==> src/rtl/dmem_arb_if.sv <==
`default_nettype none
// ============================================================================
// Module      : dmem_arb_if
// Description : Requester-side command/response bundle for one dmem_arb port.
// Revision    : 1.0 - initial release
// ============================================================================
interface dmem_arb_if;
    logic        req;
    logic        we;
    logic        sign;
    logic [1:0]  mask_op;
    logic [31:0] addr;
    logic [31:0] data;
    logic        gnt;
    logic        rvalid;
    logic [31:0] rd;

    modport master (
        output req, we, sign, mask_op, addr, data,
        input  gnt, rvalid, rd
    );

    modport slave (
        input  req, we, sign, mask_op, addr, data,
        output gnt, rvalid, rd
    );
endinterface
`default_nettype wire

==> src/rtl/dmem_arb.sv <==
`default_nettype none
// ============================================================================
// Module      : dmem_arb
// Description : Two-port arbiter and A/B/C access sequencer for the data memory.
//               Define DMEM_ARB_RR_EN for round-robin; default is fixed priority.
// Revision    : 1.0 - initial release
// ============================================================================
module dmem_arb #(
    parameter bit RR_INIT = 1'b1
) (
    input  wire logic        clk_i,
    input  wire logic        rst_i,
    dmem_arb_if.slave        p0,
    dmem_arb_if.slave        p1,
    output logic             dram_we_o,
    output logic             sign_o,
    output logic [1:0]       mask_op_o,
    output logic [31:0]      addr_o,
    output logic [31:0]      data_o,
    input  wire logic [31:0] rd_i
);

    logic        w_gnt0;
    logic        w_gnt1;
    logic        w_any_gnt;
    logic        w_resp;

    logic        r_last_q,    w_last_d;
    logic        r_b_valid_q, w_b_valid_d;
    logic        r_b_port_q,  w_b_port_d;
    logic        r_b_we_q,    w_b_we_d;
    logic        r_b_sign_q,  w_b_sign_d;
    logic [1:0]  r_b_mask_q,  w_b_mask_d;
    logic [31:0] r_b_addr_q,  w_b_addr_d;
    logic [31:0] r_b_data_q,  w_b_data_d;

    logic        r_rvalid0_q, w_rvalid0_d;
    logic        r_rvalid1_q, w_rvalid1_d;
    logic [31:0] r_rd0_q,     w_rd0_d;
    logic [31:0] r_rd1_q,     w_rd1_d;

    // Stage A: grants are blocked while reset is asserted.
    always_comb begin
        w_gnt0 = 1'b0;
        w_gnt1 = 1'b0;
        if (!rst_i) begin
`ifdef DMEM_ARB_RR_EN
            if (p0.req && p1.req) begin
                w_gnt0 = r_last_q;
                w_gnt1 = ~r_last_q;
            end else begin
                w_gnt0 = p0.req;
                w_gnt1 = p1.req;
            end
`else
            w_gnt0 = p0.req;
            w_gnt1 = p1.req & ~p0.req;
`endif
        end
        w_any_gnt = w_gnt0 | w_gnt1;
    end

`ifndef DMEM_ARB_RR_EN
    logic w_unused_last;
    assign w_unused_last = r_last_q;
`endif

    assign p0.gnt = w_gnt0;
    assign p1.gnt = w_gnt1;

    always_comb begin
        w_last_d    = r_last_q;
        w_b_port_d  = r_b_port_q;
        w_b_we_d    = r_b_we_q;
        w_b_sign_d  = r_b_sign_q;
        w_b_mask_d  = r_b_mask_q;
        w_b_addr_d  = r_b_addr_q;
        w_b_data_d  = r_b_data_q;
        w_b_valid_d = w_any_gnt;

        if (w_any_gnt) begin
            w_last_d   = w_gnt1;
            w_b_port_d = w_gnt1;
            if (w_gnt1) begin
                w_b_we_d   = p1.we;
                w_b_sign_d = p1.sign;
                w_b_mask_d = p1.mask_op;
                w_b_addr_d = p1.addr;
                w_b_data_d = p1.data;
            end else begin
                w_b_we_d   = p0.we;
                w_b_sign_d = p0.sign;
                w_b_mask_d = p0.mask_op;
                w_b_addr_d = p0.addr;
                w_b_data_d = p0.data;
            end
        end

        // Stage C: capture the asynchronous read of the access in stage B.
        w_resp      = r_b_valid_q & ~r_b_we_q;
        w_rvalid0_d = w_resp & ~r_b_port_q;
        w_rvalid1_d = w_resp &  r_b_port_q;
        w_rd0_d     = w_rvalid0_d ? rd_i : r_rd0_q;
        w_rd1_d     = w_rvalid1_d ? rd_i : r_rd1_q;
    end

    always_ff @(posedge clk_i) begin
        if (rst_i) begin
            r_last_q    <= RR_INIT;
            r_b_valid_q <= 1'b0;
            r_b_port_q  <= 1'b0;
            r_b_we_q    <= 1'b0;
            r_b_sign_q  <= 1'b0;
            r_b_mask_q  <= 2'b00;
            r_b_addr_q  <= 32'h0;
            r_b_data_q  <= 32'h0;
            r_rvalid0_q <= 1'b0;
            r_rvalid1_q <= 1'b0;
            r_rd0_q     <= 32'h0;
            r_rd1_q     <= 32'h0;
        end else begin
            r_last_q    <= w_last_d;
            r_b_valid_q <= w_b_valid_d;
            r_b_port_q  <= w_b_port_d;
            r_b_we_q    <= w_b_we_d;
            r_b_sign_q  <= w_b_sign_d;
            r_b_mask_q  <= w_b_mask_d;
            r_b_addr_q  <= w_b_addr_d;
            r_b_data_q  <= w_b_data_d;
            r_rvalid0_q <= w_rvalid0_d;
            r_rvalid1_q <= w_rvalid1_d;
            r_rd0_q     <= w_rd0_d;
            r_rd1_q     <= w_rd1_d;
        end
    end

    // Write strobe is gated by reset so an in-flight write dies in the reset cycle.
    assign dram_we_o = r_b_valid_q & r_b_we_q & ~rst_i;
    assign sign_o    = r_b_sign_q;
    assign mask_op_o = r_b_mask_q;
    assign addr_o    = r_b_addr_q;
    assign data_o    = r_b_data_q;

    assign p0.rvalid = r_rvalid0_q;
    assign p1.rvalid = r_rvalid1_q;
    assign p0.rd     = r_rd0_q;
    assign p1.rd     = r_rd1_q;

endmodule
`default_nettype wire

==> src/flat_wrapper.sv <==
// flat-port wrapper written by rule: the top's interface ports become plain ports
module dmem_arb_flat 
#(
    parameter bit RR_INIT = 1'b1
)
  (clk_i, rst_i, dram_we_o, sign_o, mask_op_o, addr_o, data_o, rd_i, p0_req, p0_we, p0_sign, p0_mask_op, p0_addr, p0_data, p0_gnt, p0_rvalid, p0_rd, p1_req, p1_we, p1_sign, p1_mask_op, p1_addr, p1_data, p1_gnt, p1_rvalid, p1_rd);
  dmem_arb_if p0_i ();
  dmem_arb_if p1_i ();
  input  wire logic clk_i;
  input  wire logic rst_i;
  output logic dram_we_o;
  output logic sign_o;
  output logic [1:0] mask_op_o;
  output logic [31:0] addr_o;
  output logic [31:0] data_o;
  input  wire logic [31:0] rd_i;
  input wire logic [$bits(p0_i.req)-1:0] p0_req;
  input wire logic [$bits(p0_i.we)-1:0] p0_we;
  input wire logic [$bits(p0_i.sign)-1:0] p0_sign;
  input wire logic [$bits(p0_i.mask_op)-1:0] p0_mask_op;
  input wire logic [$bits(p0_i.addr)-1:0] p0_addr;
  input wire logic [$bits(p0_i.data)-1:0] p0_data;
  output wire logic [$bits(p0_i.gnt)-1:0] p0_gnt;
  output wire logic [$bits(p0_i.rvalid)-1:0] p0_rvalid;
  output wire logic [$bits(p0_i.rd)-1:0] p0_rd;
  input wire logic [$bits(p1_i.req)-1:0] p1_req;
  input wire logic [$bits(p1_i.we)-1:0] p1_we;
  input wire logic [$bits(p1_i.sign)-1:0] p1_sign;
  input wire logic [$bits(p1_i.mask_op)-1:0] p1_mask_op;
  input wire logic [$bits(p1_i.addr)-1:0] p1_addr;
  input wire logic [$bits(p1_i.data)-1:0] p1_data;
  output wire logic [$bits(p1_i.gnt)-1:0] p1_gnt;
  output wire logic [$bits(p1_i.rvalid)-1:0] p1_rvalid;
  output wire logic [$bits(p1_i.rd)-1:0] p1_rd;
  assign p0_i.req = p0_req;
  assign p0_i.we = p0_we;
  assign p0_i.sign = p0_sign;
  assign p0_i.mask_op = p0_mask_op;
  assign p0_i.addr = p0_addr;
  assign p0_i.data = p0_data;
  assign p0_gnt = p0_i.gnt;
  assign p0_rvalid = p0_i.rvalid;
  assign p0_rd = p0_i.rd;
  assign p1_i.req = p1_req;
  assign p1_i.we = p1_we;
  assign p1_i.sign = p1_sign;
  assign p1_i.mask_op = p1_mask_op;
  assign p1_i.addr = p1_addr;
  assign p1_i.data = p1_data;
  assign p1_gnt = p1_i.gnt;
  assign p1_rvalid = p1_i.rvalid;
  assign p1_rd = p1_i.rd;
  dmem_arb #(.RR_INIT(RR_INIT)) u_core (.clk_i(clk_i), .rst_i(rst_i), .p0(p0_i), .p1(p1_i), .dram_we_o(dram_we_o), .sign_o(sign_o), .mask_op_o(mask_op_o), .addr_o(addr_o), .data_o(data_o), .rd_i(rd_i));
endmodule
==> config.mk <==
export PLATFORM = sky130hd
export DESIGN_NAME = dmem_arb_flat
export DESIGN_NICKNAME = d
export VERILOG_FILES = /design/src/rtl/dmem_arb_if.sv /design/src/rtl/dmem_arb.sv /design/src/flat_wrapper.sv
export SDC_FILE = /design/constraint.sdc
export NUM_CORES = 1
export LEC_CHECK = 0
export CAP_MARGIN = 5
export CORE_ASPECT_RATIO = 0.5
export CORE_MARGIN = 2
export CORE_UTILIZATION = 43
export CTS_CLUSTER_SIZE = 8
export DETAILED_ROUTE_END_ITERATION = 12
export PLACE_DENSITY = 0.86
export SYNTH_ARGS = -nofsm -noshare
export SYNTH_HDL_FRONTEND = slang
export SYNTH_SLANG_ARGS = --single-unit
==> constraint.sdc <==
create_clock -name clk_i -period 3.4 [get_ports clk_i]
set_input_delay 0.68 -clock clk_i [delete_from_list [all_inputs] [get_ports clk_i]]
set_output_delay 0.68 -clock clk_i [all_outputs]
set_load 0.01 [all_outputs]
Yosys cells after proc, flatten, opt, wreduce, memory -nomap -nowiden
Index checks and enable logic that the tools add are counted.
{"block": "word_totals", "out_inout_bits": 136, "elab_cells": 29, "input_bits": 172, "ff_bits": 136}
{"block": "classes", "mux": 7, "bitwise_logic": 11}
{"op": "32-bit two-way mux", "n": 2}
{"op": "1-bit AND", "n": 6}
{"op": "1-bit two-way mux", "n": 4}
{"op": "1-bit NOT", "n": 4}
{"op": "2-bit two-way mux", "n": 1}
{"op": "1-bit bitwise OR", "n": 1}

Depth between registers and ports, before layout
{"block": "depth", "word_depth": 4, "depth_mapped": 5, "ltp_nobuf": 2}

Least setup slack after synthesis
No wires, ideal clock.
{"block": "synth_timing", "path_kind": "in2out", "from": "in p0_req", "to": "out p0_gnt", "t_required_ns": 2.720, "path_buffers": 3, "arrival_time_ns": 1.470, "slack_ns": 1.249, "cell_stages": 5, "cell_sequence": "buf_2 -> inv_2 -> buf_2 -> buf_1 -> nor2_1"}
{"block": "synth_between", "elab_chain_cells": 1}
{"element": "start: declaration", "line": "flat_wrapper.sv:17", "text": "input wire logic [$bits(p0_i.req)-1:0] p0_req;"}
{"element": "1-bit two-way mux", "line": "dmem_arb.sv:46", "text": "if (!rst_i) begin"}
{"element": "end: declaration", "line": "flat_wrapper.sv:23", "text": "output wire logic [$bits(p0_i.gnt)-1:0] p0_gnt;"}
No other way between the ends.

Worst setup path in the final report
{"block": "layout_timing", "from": "in p1_req", "to": "out p1_gnt"}
{"block": "layout_between", "elab_chain_cells": 2}
{"element": "start: declaration", "line": "flat_wrapper.sv:26", "text": "input wire logic [$bits(p1_i.req)-1:0] p1_req;"}
{"element": "1-bit AND", "line": "dmem_arb.sv:57", "text": "w_gnt1 = p1.req & ~p0.req;"}
{"element": "1-bit two-way mux", "line": "dmem_arb.sv:46"}
{"element": "end: declaration", "line": "flat_wrapper.sv:32", "text": "output wire logic [$bits(p1_i.gnt)-1:0] p1_gnt;"}
No other way between the ends.

==> results.md <==
* RePlAce Congestion at roughly 0.8
* Clock tree from TritonCTS: yes
* Die span in y at slightly below 90 um
* Vias in the first global route at around 5,500
* Overflow left after global routing at 0
* Remaining antenna violation count at 0
* Sequence of cells on the critical path: buf_4, nor3b_1, clkdlybuf4s50_1
* Placed inst area at 9019 um2
* Number of port buffers at 307
* Post-route worst setup slack at 0.9748 ns
* Worst min-delay path category: reg2reg
* Final standard cell utilization of the core at 0.7131
* Hold Violations, Final at 0
* Kind of end point of the critical path: output pin
* Post-Syn Area at between 5000 and 6000 um2
* Number of clock sinks at roughly 140
* Master of the slowest instance on the critical path: clkdlybuf4s50_1
* Total Power at between 4 and 5 mW
* Highest fanout seen on the critical path at 19
* Total Die Area at around 15,000 um2
* Area of the placeable core at about 14,000 um2
* Per-cell routed wire length at 17.11 um
* Largest net degree at the start of global routing at 70
* Max-slew violation total from the final report at 0
* Worst-Margin Slew at around 0.9 ns
* Number of setup violations in the final report at 0
* CP startpoint kind: input port
* Via count of the routed design at ~5,200
* Gate count of the mapped netlist at between 500 and 600
* Outcome: completed
* Remaining design rule violation count at 0
* Average cell area after synthesis at between 10 and 15 um2
* Clock-pin slew on the worst setup and hold paths at 0.06 ns
* Layout cells sized above 1 at 0.05000
* Initial antenna violation count at 1
* Worst Clk Skew at roughly 0.0058 ns
* Required time at the worst-slack endpoint at approximately 2.7 ns
* Total nets after synthesis at 736
* Number of distinct library cells after synthesis at 21
* Clock Root Buffer: clkbuf_16
* Later-pin clock latency in the skew report at 0.40 ns
* Violation count after the first detailed-routing iteration at around 180
* Vias per inst at 5.050
* Final net count at 1,019
* Standard-cell rows at 30
* Post-CTS setup-driven buffer insertion count at 0
* Reg2reg setup slack at about 1.7 ns
* Total negative slack for setup checks at 0 ns
* Post-DP HPWL at between 10 and 15 mm
* Total of max-cap violations at 0
* Fill cells at 1,035
* Post-route clock period utilization at 0.7133
* I/O pin count at roughly 310
* Longest Clk Path Bufs at 2
* Post-layout min period at approximately 2.4 ns
* CTS-repair resized insts at 0
* Worst Path Buf+Inv at 2
* Number of storage elements in the synthesis netlist at approximately 140
* Maximum resistive drop on vdd at between 0.3 and 0.4 mV
* Wire length of the first global-routing pass at approximately 27 mm
* Total track usage at 0.2351
* Cell area after layout at about 9600 um2
* Dominant delay contributor by cell family on the critical path: buffers and inverters
* CTS H-tree depth at 4
* YS warnings at 0
* Timing-limited maximum frequency at 0.4123 GHz
* Power Density at 457.6 nW/um2
* Crit path arrival time at about 1.8 ns
* Initial standard-cell utilization of the core at 0.4403
* Critical path type: in2out
* Area added between synthesis and finish at 61.96%
* Sequential-to-total area share from yosys stat at 0.4576
* Placement-stage worst setup slack at 0.9640 ns
* Setup repair after global routing missed its margin: false
* Leakage power at roughly 3.8 nW
* # diodes at 0
* Die Span X at 170.4 um
* Worst slew slack as a fraction of its limit at 0.3862
* Hold-fix buffer count after cts at 0
* Delay of the slowest cell on the worst path at between 0.5 and 0.6 ns
* Total clock buffers created by CTS at 17
* Detailed Routing Iterations Pass 1 at 6
* Total detailed-routing wirelength at 17.73 mm
## through the flow
step	hold WS, ns	instances
after global routing	0.4937	1036
after CTS	0.4756	1036
after global placement	0.4584	1004
final	0.4766	1036
after floorplan	0.4926	564
after detailed placement	0.4629	1004
## worst paths after layout
path | startpoint | to | depth (start not counted)
max | p1_req | p1_gnt | 3
min | u_core.p0.rd[26]$_SDFFE_PP0P_ | u_core.p0.rd[26]$_SDFFE_PP0P_ | 2
max reg2reg | u_core.r_b_port_q$_SDFFE_PP0P_ | u_core.p1.rd[4]$_SDFFE_PP0P_ | 2
min reg2reg | u_core.p0.rd[26]$_SDFFE_PP0P_ | u_core.p0.rd[26]$_SDFFE_PP0P_ | 2
## registers in the layout, indices dropped and copies added (netlist names)
signal / cells
u_core.addr_o: 32
u_core.mask_op_o: 2
u_core.r_b_port_q: 1
u_core.sign_o: 1
u_core.r_b_valid_q: 1
u_core.p0.rvalid: 1
u_core.data_o: 32
u_core.p0.rd: 32
u_core.p1.rd: 32
u_core.r_b_we_q: 1
u_core.p1.rvalid: 1
## area by class of cell
cell class | count | area [um2] | share of cell area
well taps | 176 | 220.2 | 0.02285
inverters | 1 | 3.754 | 0.0003896
flip-flops and latches | 136 | 2723 | 0.2826
clock inverters | 14 | 187.7 | 0.01948
multi-input cells | 377 | 2957 | 0.3068
clock buffers | 18 | 429.2 | 0.04454
repair buffers | 314 | 3115 | 0.3233
## metal layers
metal | GRT usage | part of all wire | vias to the layer above
li1 | - | - | 2524
met1 | 0.2732 | 0.42 | 2486
met2 | 0.4113 | 0.48 | 173
met3 | 0.06224 | 0.055 | 47
met4 | 0.1096 | 0.038 | 2
met5 | 0 | 0.00056 | -
## cells by family (layout without fill, tap and decap cells)
family                 Yosys count  in the layout  synth area share
flip-flops                     136            136            0.4576
multiplexers                   132            132            0.2221
AND/OR/NAND/NOR                177            177            0.1880
AO/OA/AOI/OAI                   68             68           0.08580
buffers and inverters           51            347           0.04648
## power breakdown
part / total (mW) / internal, mW / switching (mW)
sequential: 1.75 / 1.69 / 0.0576
clock: 1.93 / 1.18 / 0.750
combinational: 0.736 / 0.460 / 0.277
total: 4.41 / 3.33 / 1.08
## Yosys cell counts (all sizes together)
library cell,count,share of area
inv,1,0.00063
nor3b,2,0.0034
or3b,1,0.0015
nor2b,68,0.072
nor3,1,0.00084
buf,29,0.033
nor2,4,0.0025
nor4bb,1,0.0017
and3b,2,0.0029
a211oi,68,0.086
nor4b,1,0.0015
nand3b,1,0.0013
clkbuf,21,0.013
dfxtp,136,0.46
nand2b,96,0.10
mux2i,132,0.22
## worst min-delay path, stage by stage (launching register included)
cell	delay, ns
dfxtp_1	0.31
nand2b_1	0.07
mux2i_1	0.06
## cell usage in the layout (no fill, tap or decap), drive strengths merged, types with 2 or more instances in the layout
master         netlist  routed
nand2b              96      96
bufinv               0       3
nor3b                2       2
dfxtp              136     136
nor2b               68      68
clkinv               0       2
buf                 29      10
mux2i              132     132
clkdlybuf4s50        0     304
and3b                2       2
clkinvlp             0       3
a211oi              68      68
inv                  1       7
clkbuf              21      18
nor2                 4       4
(Power assumes the default switching activity.)
